File: src/rtl/control_escritura_rtc_if.sv
// Signal bundle between the RTC write sequencer, the local-memory distribution mux and the RTC bus pins.
interface control_escritura_rtc_if;
  logic       in_iniciar;
  logic [1:0] in_sel_grupo;
  logic [7:0] in_dato_para_rtc;
  logic       out_reg_wr;
  logic [3:0] out_addr_mem_local;
  logic [7:0] out_ad_bus;
  logic       out_ad_oe;
  logic       out_cs_n;
  logic       out_wr_n;
  logic       out_rd_n;
  logic       out_a_d_n;
  logic       out_ocupado;
  logic       out_fin;
  logic [3:0] dbg_estado;

  // Handshake: in_iniciar is the request (valid); the sequencer is ready only in IDLE.
  // A request seen while not ready is dropped, never queued; out_fin closes an accepted request.
  modport master (
    output in_iniciar, in_sel_grupo, in_dato_para_rtc,
    input  out_reg_wr, out_addr_mem_local, out_ad_bus, out_ad_oe, out_cs_n, out_wr_n,
    input  out_rd_n, out_a_d_n, out_ocupado, out_fin, dbg_estado
  );

  modport slave (
    input  in_iniciar, in_sel_grupo, in_dato_para_rtc,
    output out_reg_wr, out_addr_mem_local, out_ad_bus, out_ad_oe, out_cs_n, out_wr_n,
    output out_rd_n, out_a_d_n, out_ocupado, out_fin, dbg_estado
  );
endinterface

File: src/rtl/control_escritura_rtc.sv
// Write sequencer for the multiplexed RTC bus: one address phase plus one data phase per local register.
// Optional TRANSFER_CMD_EN appends the RTC transfer command write (0xF0, 0xF0) after each group.
module control_escritura_rtc #(
  parameter int T_FASE = 4
) (
  input logic                    clk,
  input logic                    reset,
  control_escritura_rtc_if.slave rtc
);
  typedef enum logic [3:0] {
    IDLE, CARGA, DIR_SETUP, DIR_WR, DIR_HOLD, DAT_SETUP, DAT_WR, DAT_HOLD, SIGUIENTE, FIN
  } estado_t;

  localparam logic [3:0] CNT_MAX = 4'(T_FASE - 1);

  estado_t    estado, estado_sig;
  logic [3:0] cnt, cnt_sig, idx, idx_sig, ult, ult_sig;
  logic       es_cmd, es_cmd_sig;
  logic       fase_fin, en_fase;

  logic       reg_wr_q, reg_wr_d, oe_q, oe_d, cs_n_q, cs_n_d, wr_n_q, wr_n_d;
  logic       a_d_n_q, a_d_n_d, ocupado_q, ocupado_d, fin_q, fin_d;
  logic [3:0] addr_q, addr_d;
  logic [7:0] ad_bus_q, ad_bus_d;

  function automatic logic [7:0] dir_rtc(input logic [3:0] i);
    case (i)
      4'd0: dir_rtc = 8'h21;
      4'd1: dir_rtc = 8'h22;
      4'd2: dir_rtc = 8'h23;
      4'd3: dir_rtc = 8'h24;
      4'd4: dir_rtc = 8'h25;
      4'd5: dir_rtc = 8'h26;
      4'd6: dir_rtc = 8'h27;
      4'd7: dir_rtc = 8'h41;
      4'd8: dir_rtc = 8'h42;
      4'd9: dir_rtc = 8'h43;
      default: dir_rtc = 8'h00;
    endcase
  endfunction

  function automatic logic [3:0] primero(input logic [1:0] sel);
    case (sel)
      2'b01:   primero = 4'd3;
      2'b10:   primero = 4'd7;
      default: primero = 4'd0;
    endcase
  endfunction

  function automatic logic [3:0] ultimo(input logic [1:0] sel);
    case (sel)
      2'b00:   ultimo = 4'd2;
      2'b01:   ultimo = 4'd6;
      default: ultimo = 4'd9;
    endcase
  endfunction

  assign fase_fin = (cnt == 4'd0);
  assign en_fase  = estado inside {DIR_SETUP, DIR_WR, DIR_HOLD, DAT_SETUP, DAT_WR, DAT_HOLD};

  // Outputs are decoded from the current state and registered, so every pin lags the state by one cycle.
  always_comb begin
    estado_sig = estado;
    cnt_sig    = cnt;
    idx_sig    = idx;
    ult_sig    = ult;
    es_cmd_sig = es_cmd;
    reg_wr_d   = es_cmd;
    addr_d     = addr_q;
    ad_bus_d   = ad_bus_q;
    oe_d       = 1'b0;
    cs_n_d     = 1'b1;
    wr_n_d     = 1'b1;
    a_d_n_d    = 1'b1;
    ocupado_d  = 1'b1;
    fin_d      = 1'b0;
    if (en_fase) begin
      cnt_sig = fase_fin ? CNT_MAX : cnt - 4'd1;
      oe_d    = 1'b1;
      cs_n_d  = 1'b0;
    end
    case (estado)
      IDLE: begin
        reg_wr_d  = 1'b1;
        ocupado_d = 1'b0;
        if (rtc.in_iniciar) begin
          estado_sig = CARGA;
          idx_sig    = primero(rtc.in_sel_grupo);
          ult_sig    = ultimo(rtc.in_sel_grupo);
          es_cmd_sig = 1'b0;
        end
      end
      CARGA: begin
        addr_d     = idx;
        cnt_sig    = CNT_MAX;
        estado_sig = DIR_SETUP;
      end
      DIR_SETUP: begin
        a_d_n_d  = 1'b0;
        ad_bus_d = es_cmd ? 8'hF0 : dir_rtc(idx);
        if (fase_fin) estado_sig = DIR_WR;
      end
      DIR_WR: begin
        a_d_n_d = 1'b0;
        wr_n_d  = 1'b0;
        if (fase_fin) estado_sig = DIR_HOLD;
      end
      DIR_HOLD: begin
        a_d_n_d = 1'b0;
        if (fase_fin) estado_sig = DAT_SETUP;
      end
      DAT_SETUP: begin
        // The mux byte is captured once, on the first cycle of the phase, and held.
        if (cnt == CNT_MAX) ad_bus_d = es_cmd ? 8'hF0 : rtc.in_dato_para_rtc;
        if (fase_fin) estado_sig = DAT_WR;
      end
      DAT_WR: begin
        wr_n_d = 1'b0;
        if (fase_fin) estado_sig = DAT_HOLD;
      end
      DAT_HOLD: begin
        if (fase_fin) estado_sig = SIGUIENTE;
      end
      SIGUIENTE: begin
        if (es_cmd || idx == ult || idx == 4'd9) begin
`ifdef TRANSFER_CMD_EN
          if (!es_cmd) begin
            es_cmd_sig = 1'b1;
            estado_sig = CARGA;
          end else begin
            estado_sig = FIN;
          end
`else
          estado_sig = FIN;
`endif
        end else begin
          idx_sig    = idx + 4'd1;
          estado_sig = CARGA;
        end
      end
      FIN: begin
        reg_wr_d   = 1'b1;
        ocupado_d  = 1'b0;
        fin_d      = 1'b1;
        estado_sig = IDLE;
      end
      default: begin
        reg_wr_d   = 1'b1;
        ocupado_d  = 1'b0;
        estado_sig = IDLE;
      end
    endcase
  end

  always_ff @(posedge clk) begin
    if (reset) begin
      estado    <= IDLE;
      cnt       <= 4'd0;
      idx       <= 4'd0;
      ult       <= 4'd0;
      es_cmd    <= 1'b0;
      reg_wr_q  <= 1'b1;
      addr_q    <= 4'd0;
      ad_bus_q  <= 8'h00;
      oe_q      <= 1'b0;
      cs_n_q    <= 1'b1;
      wr_n_q    <= 1'b1;
      a_d_n_q   <= 1'b1;
      ocupado_q <= 1'b0;
      fin_q     <= 1'b0;
    end else begin
      estado    <= estado_sig;
      cnt       <= cnt_sig;
      idx       <= idx_sig;
      ult       <= ult_sig;
      es_cmd    <= es_cmd_sig;
      reg_wr_q  <= reg_wr_d;
      addr_q    <= addr_d;
      ad_bus_q  <= ad_bus_d;
      oe_q      <= oe_d;
      cs_n_q    <= cs_n_d;
      wr_n_q    <= wr_n_d;
      a_d_n_q   <= a_d_n_d;
      ocupado_q <= ocupado_d;
      fin_q     <= fin_d;
    end
  end

  assign rtc.out_reg_wr         = reg_wr_q;
  assign rtc.out_addr_mem_local = addr_q;
  assign rtc.out_ad_bus         = ad_bus_q;
  assign rtc.out_ad_oe          = oe_q;
  assign rtc.out_cs_n           = cs_n_q;
  assign rtc.out_wr_n           = wr_n_q;
  assign rtc.out_rd_n           = 1'b1;
  assign rtc.out_a_d_n          = a_d_n_q;
  assign rtc.out_ocupado        = ocupado_q;
  assign rtc.out_fin            = fin_q;
  assign rtc.dbg_estado         = estado;
endmodule

File: src/flat_wrapper.sv
// flat-port wrapper written by rule: the top's interface ports become plain ports
module control_escritura_rtc_flat 
#(
  parameter int T_FASE = 4
)
  (clk, reset, rtc_in_iniciar, rtc_in_sel_grupo, rtc_in_dato_para_rtc, rtc_out_reg_wr, rtc_out_addr_mem_local, rtc_out_ad_bus, rtc_out_ad_oe, rtc_out_cs_n, rtc_out_wr_n, rtc_out_rd_n, rtc_out_a_d_n, rtc_out_ocupado, rtc_out_fin, rtc_dbg_estado);
  control_escritura_rtc_if rtc_i ();
  input logic clk;
  input logic reset;
  input wire logic [$bits(rtc_i.in_iniciar)-1:0] rtc_in_iniciar;
  input wire logic [$bits(rtc_i.in_sel_grupo)-1:0] rtc_in_sel_grupo;
  input wire logic [$bits(rtc_i.in_dato_para_rtc)-1:0] rtc_in_dato_para_rtc;
  output wire logic [$bits(rtc_i.out_reg_wr)-1:0] rtc_out_reg_wr;
  output wire logic [$bits(rtc_i.out_addr_mem_local)-1:0] rtc_out_addr_mem_local;
  output wire logic [$bits(rtc_i.out_ad_bus)-1:0] rtc_out_ad_bus;
  output wire logic [$bits(rtc_i.out_ad_oe)-1:0] rtc_out_ad_oe;
  output wire logic [$bits(rtc_i.out_cs_n)-1:0] rtc_out_cs_n;
  output wire logic [$bits(rtc_i.out_wr_n)-1:0] rtc_out_wr_n;
  output wire logic [$bits(rtc_i.out_rd_n)-1:0] rtc_out_rd_n;
  output wire logic [$bits(rtc_i.out_a_d_n)-1:0] rtc_out_a_d_n;
  output wire logic [$bits(rtc_i.out_ocupado)-1:0] rtc_out_ocupado;
  output wire logic [$bits(rtc_i.out_fin)-1:0] rtc_out_fin;
  output wire logic [$bits(rtc_i.dbg_estado)-1:0] rtc_dbg_estado;
  assign rtc_i.in_iniciar = rtc_in_iniciar;
  assign rtc_i.in_sel_grupo = rtc_in_sel_grupo;
  assign rtc_i.in_dato_para_rtc = rtc_in_dato_para_rtc;
  assign rtc_out_reg_wr = rtc_i.out_reg_wr;
  assign rtc_out_addr_mem_local = rtc_i.out_addr_mem_local;
  assign rtc_out_ad_bus = rtc_i.out_ad_bus;
  assign rtc_out_ad_oe = rtc_i.out_ad_oe;
  assign rtc_out_cs_n = rtc_i.out_cs_n;
  assign rtc_out_wr_n = rtc_i.out_wr_n;
  assign rtc_out_rd_n = rtc_i.out_rd_n;
  assign rtc_out_a_d_n = rtc_i.out_a_d_n;
  assign rtc_out_ocupado = rtc_i.out_ocupado;
  assign rtc_out_fin = rtc_i.out_fin;
  assign rtc_dbg_estado = rtc_i.dbg_estado;
  control_escritura_rtc #(.T_FASE(T_FASE)) u_core (.clk(clk), .reset(reset), .rtc(rtc_i));
endmodule
File: config.mk
export PLATFORM = sky130hd
export DESIGN_NAME = control_escritura_rtc_flat
export DESIGN_NICKNAME = d
export VERILOG_FILES = /design/src/rtl/control_escritura_rtc_if.sv /design/src/rtl/control_escritura_rtc.sv /design/src/flat_wrapper.sv
export SDC_FILE = /design/constraint.sdc
export NUM_CORES = 1
export LEC_CHECK = 0
export ABC_AREA = 1
export BUFFER_PORTS_ARGS = -buffer_cell sky130_fd_sc_hd__buf_4
export CAP_MARGIN = 20
export CORE_MARGIN = 2
export CORE_UTILIZATION = 30
export CTS_CLUSTER_SIZE = 40
export DETAILED_ROUTE_END_ITERATION = 6
export PLACE_DENSITY = 0.5
export SLEW_MARGIN = 0
export SYNTH_ARGS = -nofsm -noshare
export SYNTH_HDL_FRONTEND = slang
export SYNTH_SLANG_ARGS = --single-unit
File: constraint.sdc
create_clock -name clk -period 2.4 [get_ports clk]
set_input_delay 0.36 -clock clk [delete_from_list [all_inputs] [get_ports clk]]
set_output_delay 0.36 -clock clk [all_outputs]
set_load 0.005 [all_outputs]
==> results of run 1 <==
[critical path: cells and delay by family, from the launching register on]
family                   cells  cell delay [ns]
AND/OR/NAND/NOR              6             0.79
AO/OA/AOI/OAI                2             0.47
flip-flops                   1             0.38
adder cells (fa/ha/maj)      1             0.20
buffers and inverters        2             0.12
[final timing paths]
kind	from	end	depth (start not counted)	slack [ns]
max reg2reg	u_core.rtc.dbg_estado[0]$_SDFFE_PP0P_	register	11	0.33
min reg2reg	register	u_core.rtc.out_ad_bus[2]$_SDFFE_PP0P_	2	0.47
min	rtc_in_dato_para_rtc[7]	u_core.rtc.out_ad_bus[7]$_SDFFE_PP0P_	3	0.33
max	u_core.rtc.dbg_estado[0]$_SDFFE_PP0P_	register	11	0.33
[stage by stage]
step / hold slack (ns) / setup slack, ns / cell area (um2) / utilization [%]
global placement: 0.455 / 0.366 / 2270 / 36.0
detailed placement: 0.462 / 0.339 / 2270 / 36.0
CTS: 0.308 / 0.322 / 2360 / 37.4
global route: 0.316 / 0.0236 / 2360 / 37.4
finish: 0.325 / 0.331 / 2360 / 37.4
floorplan: 0.441 / 0.580 / 1940 / -
[routing by layer]
metal	vias up	share of wire, %	GRT usage, %
met5	-	0	0
met4	0	1.8	4.76
met3	8	3.2	3.34
met2	22	47	20.5
met1	721	48	15.8
li1	873	-	-
[cell type report]
type	instances	share of cell area, %
multi-input combinational	163	41.5
inverter	38	6.15
sequential	39	33.1
timing repair buffer	36	11.4
clock buffer	6	3.50
clock inverter	1	0.212
tap	77	4.08
[placed cells by master, fill, tap and decap left out, drive strengths merged]
cell type	count
nand2	48
dfxtp	39
inv	38
buf	36
nor2	24
o21ai	20
nand3	17
a21oi	16
ha	11
a31oi	7
clkbuf	6
nor3	5
o31ai	3
nand4	2
xnor2	2
a211oi	1
xor2	1
o211ai	1
a41oi	1
o22ai	1
o21a	1
nor4	1
conb	1
clkinv	1
[power breakdown]
part / leakage, nW / internal [mW] / switching [mW] / total, mW
clock: 0.0470 / 0.226 / 0.222 / 0.448
combinational: 0.732 / 0.495 / 0.725 / 1.22
sequential: 0.321 / 0.876 / 0.153 / 1.03
total: 1.10 / 1.60 / 1.10 / 2.70
[cell families (layout without fill, tap and decap cells)]
family / after synthesis / in the layout
compound gates: 51 / 51
xor+xnor: 3 / 3
fa+ha+maj: 11 / 11
buf+inv: 44 / 81
flops: 39 / 39
other cells: 1 / 1
simple gates: 97 / 97
==> Implementation_results.wiki, run 1 <==
{| class="wikitable"
! Metric !! Value
|-
| RSZ-0062 raised after global routing || no
|-
| Number of levels in the clock H-tree || 2
|-
| Total congestion overflow after global routing || 0
|-
| Antenna-violating nets left || 0
|-
| CP peak stage delay || 0.38 ns
|-
| Crit-path max FO || 10
|-
| Final worst clock skew || 0.00621 ns
|-
| Share of the synthesized area in the top cell type || 40.2%
|-
| Type of destination of the critical path || register
|-
| Number of enable flip-flop cells after synthesis || 0
|-
| Combinational family with the most area after synthesis || simple AND/OR/NAND/NOR gates
|-
| TritonCTS clock tree || yes
|-
| DRC violations left || 0
|-
| Chip height || 84.5 um
|-
| Num rows || 29
|-
| Root Buffer || clkbuf_8
|-
| Area delta synth->final || 21.4%
|-
| CTS Buf Count || 5
|-
| Overall die area || approximately 7100 um2
|-
| Average wire per cell in the routed design || 11.6 um
|-
| Cell area after synthesis || about 2000 um2
|-
| Total wire length after detailed routing || 4.18 mm
|-
| Number of failing setup endpoints in the final timing report || 0
|-
| Maximum achievable frequency || 483 MHz
|-
| Fraction of the yosys area taken by sequential cells || about two fifths
|-
| Top area cells in the synthesized netlist || dfxtp_1 40%, nand2_1 7.9%, ha_1 7.1%, inv_1 5.4%, a21oi_1 4.1%
|-
| Average vias per placed instance || 4.51
|-
| Area share of xor/xnor cells in the synthesized design || between 1 and 1.5%
|-
| Worst skew pair latency || 0.29 ns
|-
| Primary FF master, synth || dfxtp_1
|-
| Maximum ir drop on the vdd rail || 0.370 mV
|-
| Total power || 2.70 mW
|-
| Via count of the first global-routing pass || 1575
|-
| Starting density of the core || 30.8%
|-
| Clock edge transition at the registers on the reported setup and hold paths || 0.07 ns
|-
| Arrival time at the worst endpoint || 2.25 ns
|-
| Cells after Synth || 246
|-
| Hold/Removal Path Class || input pin to register
|-
| Leakage || 1.10 nW
|-
| Area of the core || approximately 6300 um2
|-
| Count of instances resized after the clock tree is built || 0
|-
| Clock net sink count || 39
|-
| Net total in the final layout || 307
|-
| Fraction of the mapped netlist area in adder cells || 7.08%
|-
| Average footprint of a synthesized cell || just under 8 um2
|-
| Iteration count of the initial detailed-routing pass || 4
|-
| Share of synthesized registers carrying an async set or reset || 0%
|-
| Post-CTS setup repair buffer count || 0
|-
| Number of hold buffers added after CTS || 0
|-
| Required @ worst endpoint || 2.58 ns
|-
| Final HPWL from detailed placement || around 3.1 mm
|-
| Gp weighted congestion || 0.825
|-
| Max Slew Vio Count || 0
|-
| First-pass GRT wire length || ~7.3 mm
|-
| Mux share of post-synthesis cell area || 0%
|-
| Final-layout fill cell count || 698
|-
| Top Ports || 37
|-
| Synthesis-stage register bit count || 39
|-
| Ratio of final minimum period to clock period || 86.2%
|-
| Cells after DPL || 353
|-
| Type of the worst setup path || register to register
|-
| Final min period || 2.07 ns
|-
| Most frequently used cell type in the post-synthesis netlist || nand2_1
|-
| Most area-hungry cell type in the Yosys netlist || dfxtp_1
|-
| Max capacitance violation total || 0
|-
| Total power per unit cell area || 1140 nW/um2
|-
| Post-route non-filler standard cell count || 360
|-
| Number of library cell types mapped by synthesis || 37
|-
| Final antenna diode count || 0
|-
| Share of the synthesized area in compound gates (AO/OA/AOI/OAI) || between 10% and 20%
|-
| Hold Vio Cnt, Final || 0
|-
| Result of the run || finished, final reports clean
|-
| Global-route total usage across every layer || 12.5%
|-
| Startpoint type of the worst setup path || register
|-
| Sequence of cells on the critical path || nor2_2, inv_2, nor2_4, nand2_2, nand2_4, nand2_1, a21oi_1, ha_1, inv_1, o21ai_1, nor2_1
|-
| Layout cells sized above 1 || a little over a quarter
|-
| Most frequent cells after synthesis || 41 x nand2_1, 39 x dfxtp_1, 28 x inv_1
|-
| Critical-path cell with the highest stage delay || dfxtp_1
|-
| Buffers on Ports || 35
|-
| Count of yosys warnings during synthesis || 0
|-
| Synthesized Nets || 270
|-
| Register area || approximately 780 um2
|-
| Buffer depth of the longest clock path || 2
|-
| Vias || about 1600
|-
| Number of antenna violations at the first check in global routing || 0
|-
| Pin count of the biggest net entering global routing || 25
|-
| Multi-input gate area in the final layout || 981 um2
|-
| Total negative setup slack || 0 ns
|-
| Area fraction in and, or, nand and nor cells after synthesis || about 27%
|-
| Starting DRC count in detailed routing || 63
|-
| DIE WIDTH || about 85 um
|}
Note: power is estimated with default switching activity, not from simulation.
==> inputs of run 2 (changes only) <==
- ABC_AREA: 1 -> unset
==> run 2 against run 1 <==
Effect of this change: via count is 5.4% higher; maximum frequency shrank 7.9%; highest routed layer unchanged; area after synthesis up 3.7%; sequential share of layout area fell by 3.5 points; largest cell class unchanged; critical path type unchanged; critical path depth decreased by 1; worst setup slack worse by 0.18 ns.
==> Implementation_results.wiki, run 2 <==
{| class="wikitable"
! Metric !! Value
|-
| Cell area after synthesis || 2020 um2
|-
| Final HPWL from detailed placement || approximately 3.6 mm
|-
| Routed wire length on met3 || roughly 140 um
|-
| Met1 wire length || about 2.3 mm
|-
| Fraction of the yosys area taken by sequential cells || 38.7%
|-
| Ratio of final minimum period to clock period || 93.6%
|-
| Antenna-violating nets left || 0
|-
| Leakage || roughly 1.1 nW
|-
| Final worst clock skew || 0.00644 ns
|-
| Number of enable flip-flop cells after synthesis || 0
|-
| Result of the run || finished, final reports clean
|-
| Crit-path max FO || 4
|-
| Num rows || 29
|-
| Cells after DPL || around 350
|-
| Net switching fraction of the power || a little under a third
|-
| Root Buffer || clkbuf_8
|-
| Global-route total usage across every layer || between 10% and 20%
|-
| Total wire length after detailed routing || 4.78 mm
|-
| Max Slew Vio Count || 0
|-
| Gp weighted congestion || between 0.8 and 0.9
|-
| Average vias per placed instance || 4.82
|-
| Maximum achievable frequency || 445 MHz
|-
| CTS Buf Count || 5
|-
| Worst-case hold path end point || u_core.rtc.out_ad_bus[3]$_SDFFE_PP0P_
|-
| Share of synthesized registers carrying an async set or reset || 0%
|-
| Arrival time at the worst endpoint || 2.41 ns
|-
| Total power per unit cell area || 642 nW/um2
|-
| Maximum ir drop on the vdd rail || ~0.26 mV
|-
| Reg-to-reg slack, setup || 0.15 ns
|-
| Pin count of the biggest net entering global routing || 25
|-
| Critical-path cell with the highest stage delay || or3_4
|-
| Post-route non-filler standard cell count || 355
|-
| HP Start || rtc_in_dato_para_rtc[3]
|-
| Final antenna diode count || 0
|-
| Layout cells sized above 1 || between 30% and 40%
|-
| Minimum setup slack after placement || 0.0430 ns
|-
| Hold Vio Cnt, Final || 0
|-
| Count of cells along the worst hold path || 3
|-
| Top Ports || 37
|-
| Most used cells in the layout excluding fill and tap cells || 59 x buf_4, 34 x dfxtp_1, 23 x nor2_1, 15 x nand2_1, 15 x a21oi_1
|-
| Area of the core || 6420 um2
|-
| Synthesis-stage register bit count || 39
|-
| Number of antenna violations at the first check in global routing || 0
|-
| Starting DRC count in detailed routing || 77
|-
| Clock net sink count || 39
|-
| TritonCTS clock tree || yes
|-
| DRC violations left || 0
|-
| Most frequent cells after synthesis || 39 x dfxtp_1, 23 x nor2_1, 15 x a21oi_1, 15 x nand2_1, 14 x inv_1
|-
| DIE WIDTH || 86.0 um
|-
| Via count of the first global-routing pass || between 1500 and 2000
|-
| Dpl cell area || 2470 um2
|-
| Number of hold buffers added after CTS || 0
|-
| Share of the synthesized area in the top cell type || between 30% and 40%
|-
| Cell with the most instances on the worst path || nand2_1
|-
| Required @ worst endpoint || between 2 and 3 ns
|-
| Number of levels in the clock H-tree || 2
|-
| Final min period || 2.25 ns
|-
| Top area cells in the synthesized netlist || dfxtp_1 39%, ha_1 6.8%, mux2i_1 4.5%, nor2_1 4.3%, a21oi_1 3.7%
|-
| Startpoint type of the worst setup path || register
|-
| CP peak stage delay || 0.43 ns
|-
| Average wire per cell in the routed design || 13.5 um
|-
| Iteration count of the initial detailed-routing pass || 4
|-
| Seq pwr share || 44.1%
|-
| Type of destination of the critical path || register
|-
| Switching power of the nets || between 0.5 and 0.6 mW
|-
| Cells after Synth || 222
|-
| Hold/Removal Path Class || input pin to register
|-
| Cell internal pwr || 1.18 mW
|-
| Average footprint of a synthesized cell || slightly above 9 um2
|-
| Number of library cell types mapped by synthesis || 53
|-
| Number of failing setup endpoints in the final timing report || 0
|-
| Starting density of the core || between 30% and 40%
|-
| Net total in the final layout || 302
|-
| Detailed-routed wire length on met2 || roughly 2.4 mm
|-
| Clk network pwr share || 26.0%
|-
| Most area-hungry cell type in the Yosys netlist || dfxtp_1
|-
| Chip height || 86.0 um
|-
| Total congestion overflow after global routing || 0
|-
| Reg-to-Reg Start || u_core.rtc.dbg_estado[2]$_SDFFE_PP0P_
|-
| Vias || 1712
|-
| Buffer depth of the longest clock path || 2
|-
| Count of yosys warnings during synthesis || 0
|-
| First-pass GRT wire length || about 8.0 mm
|-
| Clock edge transition at the registers on the reported setup and hold paths || 0.08 ns
|-
| Worst skew pair latency || roughly 0.28 ns
|-
| Combinational share of power || 29.9%
|-
| Uppermost routed layer || met4
|-
| Setup slack after layout || about 0.15 ns
|-
| Area delta synth->final || 31.9%
|-
| Synthesized Nets || 246
|-
| Sequence of cells on the critical path || or3_4, nor3b_4, nor2_2, o41ai_4, ha_4, nand2_1, nand2_1, a21oi_1, o31ai_1, o22ai_1
|-
| Buffers on Ports || 35
|-
| Max capacitance violation total || 0
|-
| Type of the worst setup path || register to register
|-
| Commonest non-fill, non-tap cell in the layout || buf_4
|-
| Primary FF master, synth || dfxtp_1
|-
| Cell area after layout || between 2000 and 3000 um2
|-
| Overall die area || around 7400 um2
|-
| Final-layout fill cell count || 650
|-
| Most frequently used cell type in the post-synthesis netlist || dfxtp_1
|-
| Depth of the most critical reg-to-reg path || 10
|}
run 2: cell types whose count changed in the layout (fill, tap and decap cells not counted), moves of 7 or more:
cell,before,now
mux2i_1,0,9
inv_1,28,13
nand2_1,41,15
o21ai_0,12,5
buf_4,36,59
inv_2,9,1
o21ai_1,8,1
run 2: worst max-delay path: cells and delay by family (launching register included):
family          cells  cell delay, ns
flops               1            0.36
compound gates      4            0.69
fa+ha+maj           1            0.20
simple gates        5            0.89
run 2: worst max path at each step:
stage,start,to,slack [ns]
floorplan,u_core.rtc.dbg_estado[0]$_SDFFE_PP0P_,register,-0.04
global placement,u_core.idx[0]$_SDFFE_PP0P_,register,0.09
detailed placement,u_core.idx[0]$_SDFFE_PP0P_,register,0.04
CTS,u_core.idx[0]$_SDFFE_PP0P_,register,0.02
global route,u_core.idx[1]$_SDFFE_PP0P_,register,-0.07
finish,u_core.rtc.dbg_estado[2]$_SDFFE_PP0P_,register,0.15
run 2: metrics by stage:
step / hold WS (ns) / power, mW / setup TNS (ns) / util [%]
3_5_place_dp: 0.468 / 1.23 / 0 / 38.5
5_1_grt: 0.339 / 1.83 / -0.0654 / 41.4
6_report: 0.341 / 1.71 / 0 / 41.4
2_1_floorplan: 0.448 / 1.05 / -0.0384 / -
4_1_cts: 0.329 / 1.69 / 0 / 39.9
3_3_place_gp: 0.456 / 1.23 / 0 / 38.5
run 2: area by class of cell:
type,instances,area (um2),area share (%)
Timing Repair Buffer,60,454,17.1
Clock buffer,6,82.6,3.11
Sequential cell,39,787,29.6
Tap cell,77,96.3,3.62
Multi-Input combinational cell,158,1180,44.4
Inverter,14,52.6,1.98
Clock inverter,1,5.00,0.188
run 2: what timing repair did:
item	in CTS	in global routing
resized for setup	0	16
endpoints found under the setup margin	0	1
setup buffers	0	3
run 2: cells by family after synthesis:
kind of cell	share of synthesized area [%]
buffers and inverters	6.02
other	0.186
DFF	38.7
xor gates and xnor gates	2.17
muxes	5.03
AOI/OAI and AO/OA	18.8
adders and majority gates	6.83
and+or+nand+nor	22.2
run 2: routing by layer:
layer  vias up  global-route usage (%)
li1        889                       -
met1       798                    18.5
met2        23                    22.0
met3         2                    2.89
met4         0                    2.60
met5         -                       0
run 2: power groups by stage:
stage          Clock, mW  Sequential, mW  Combinational (mW)
5_1_grt            0.494           0.763               0.569
6_report           0.444           0.753               0.510
3_5_place_dp           0           0.764               0.469
4_1_cts            0.473           0.749               0.471
3_3_place_gp           0           0.764               0.469
2_1_floorplan          0           0.764               0.289
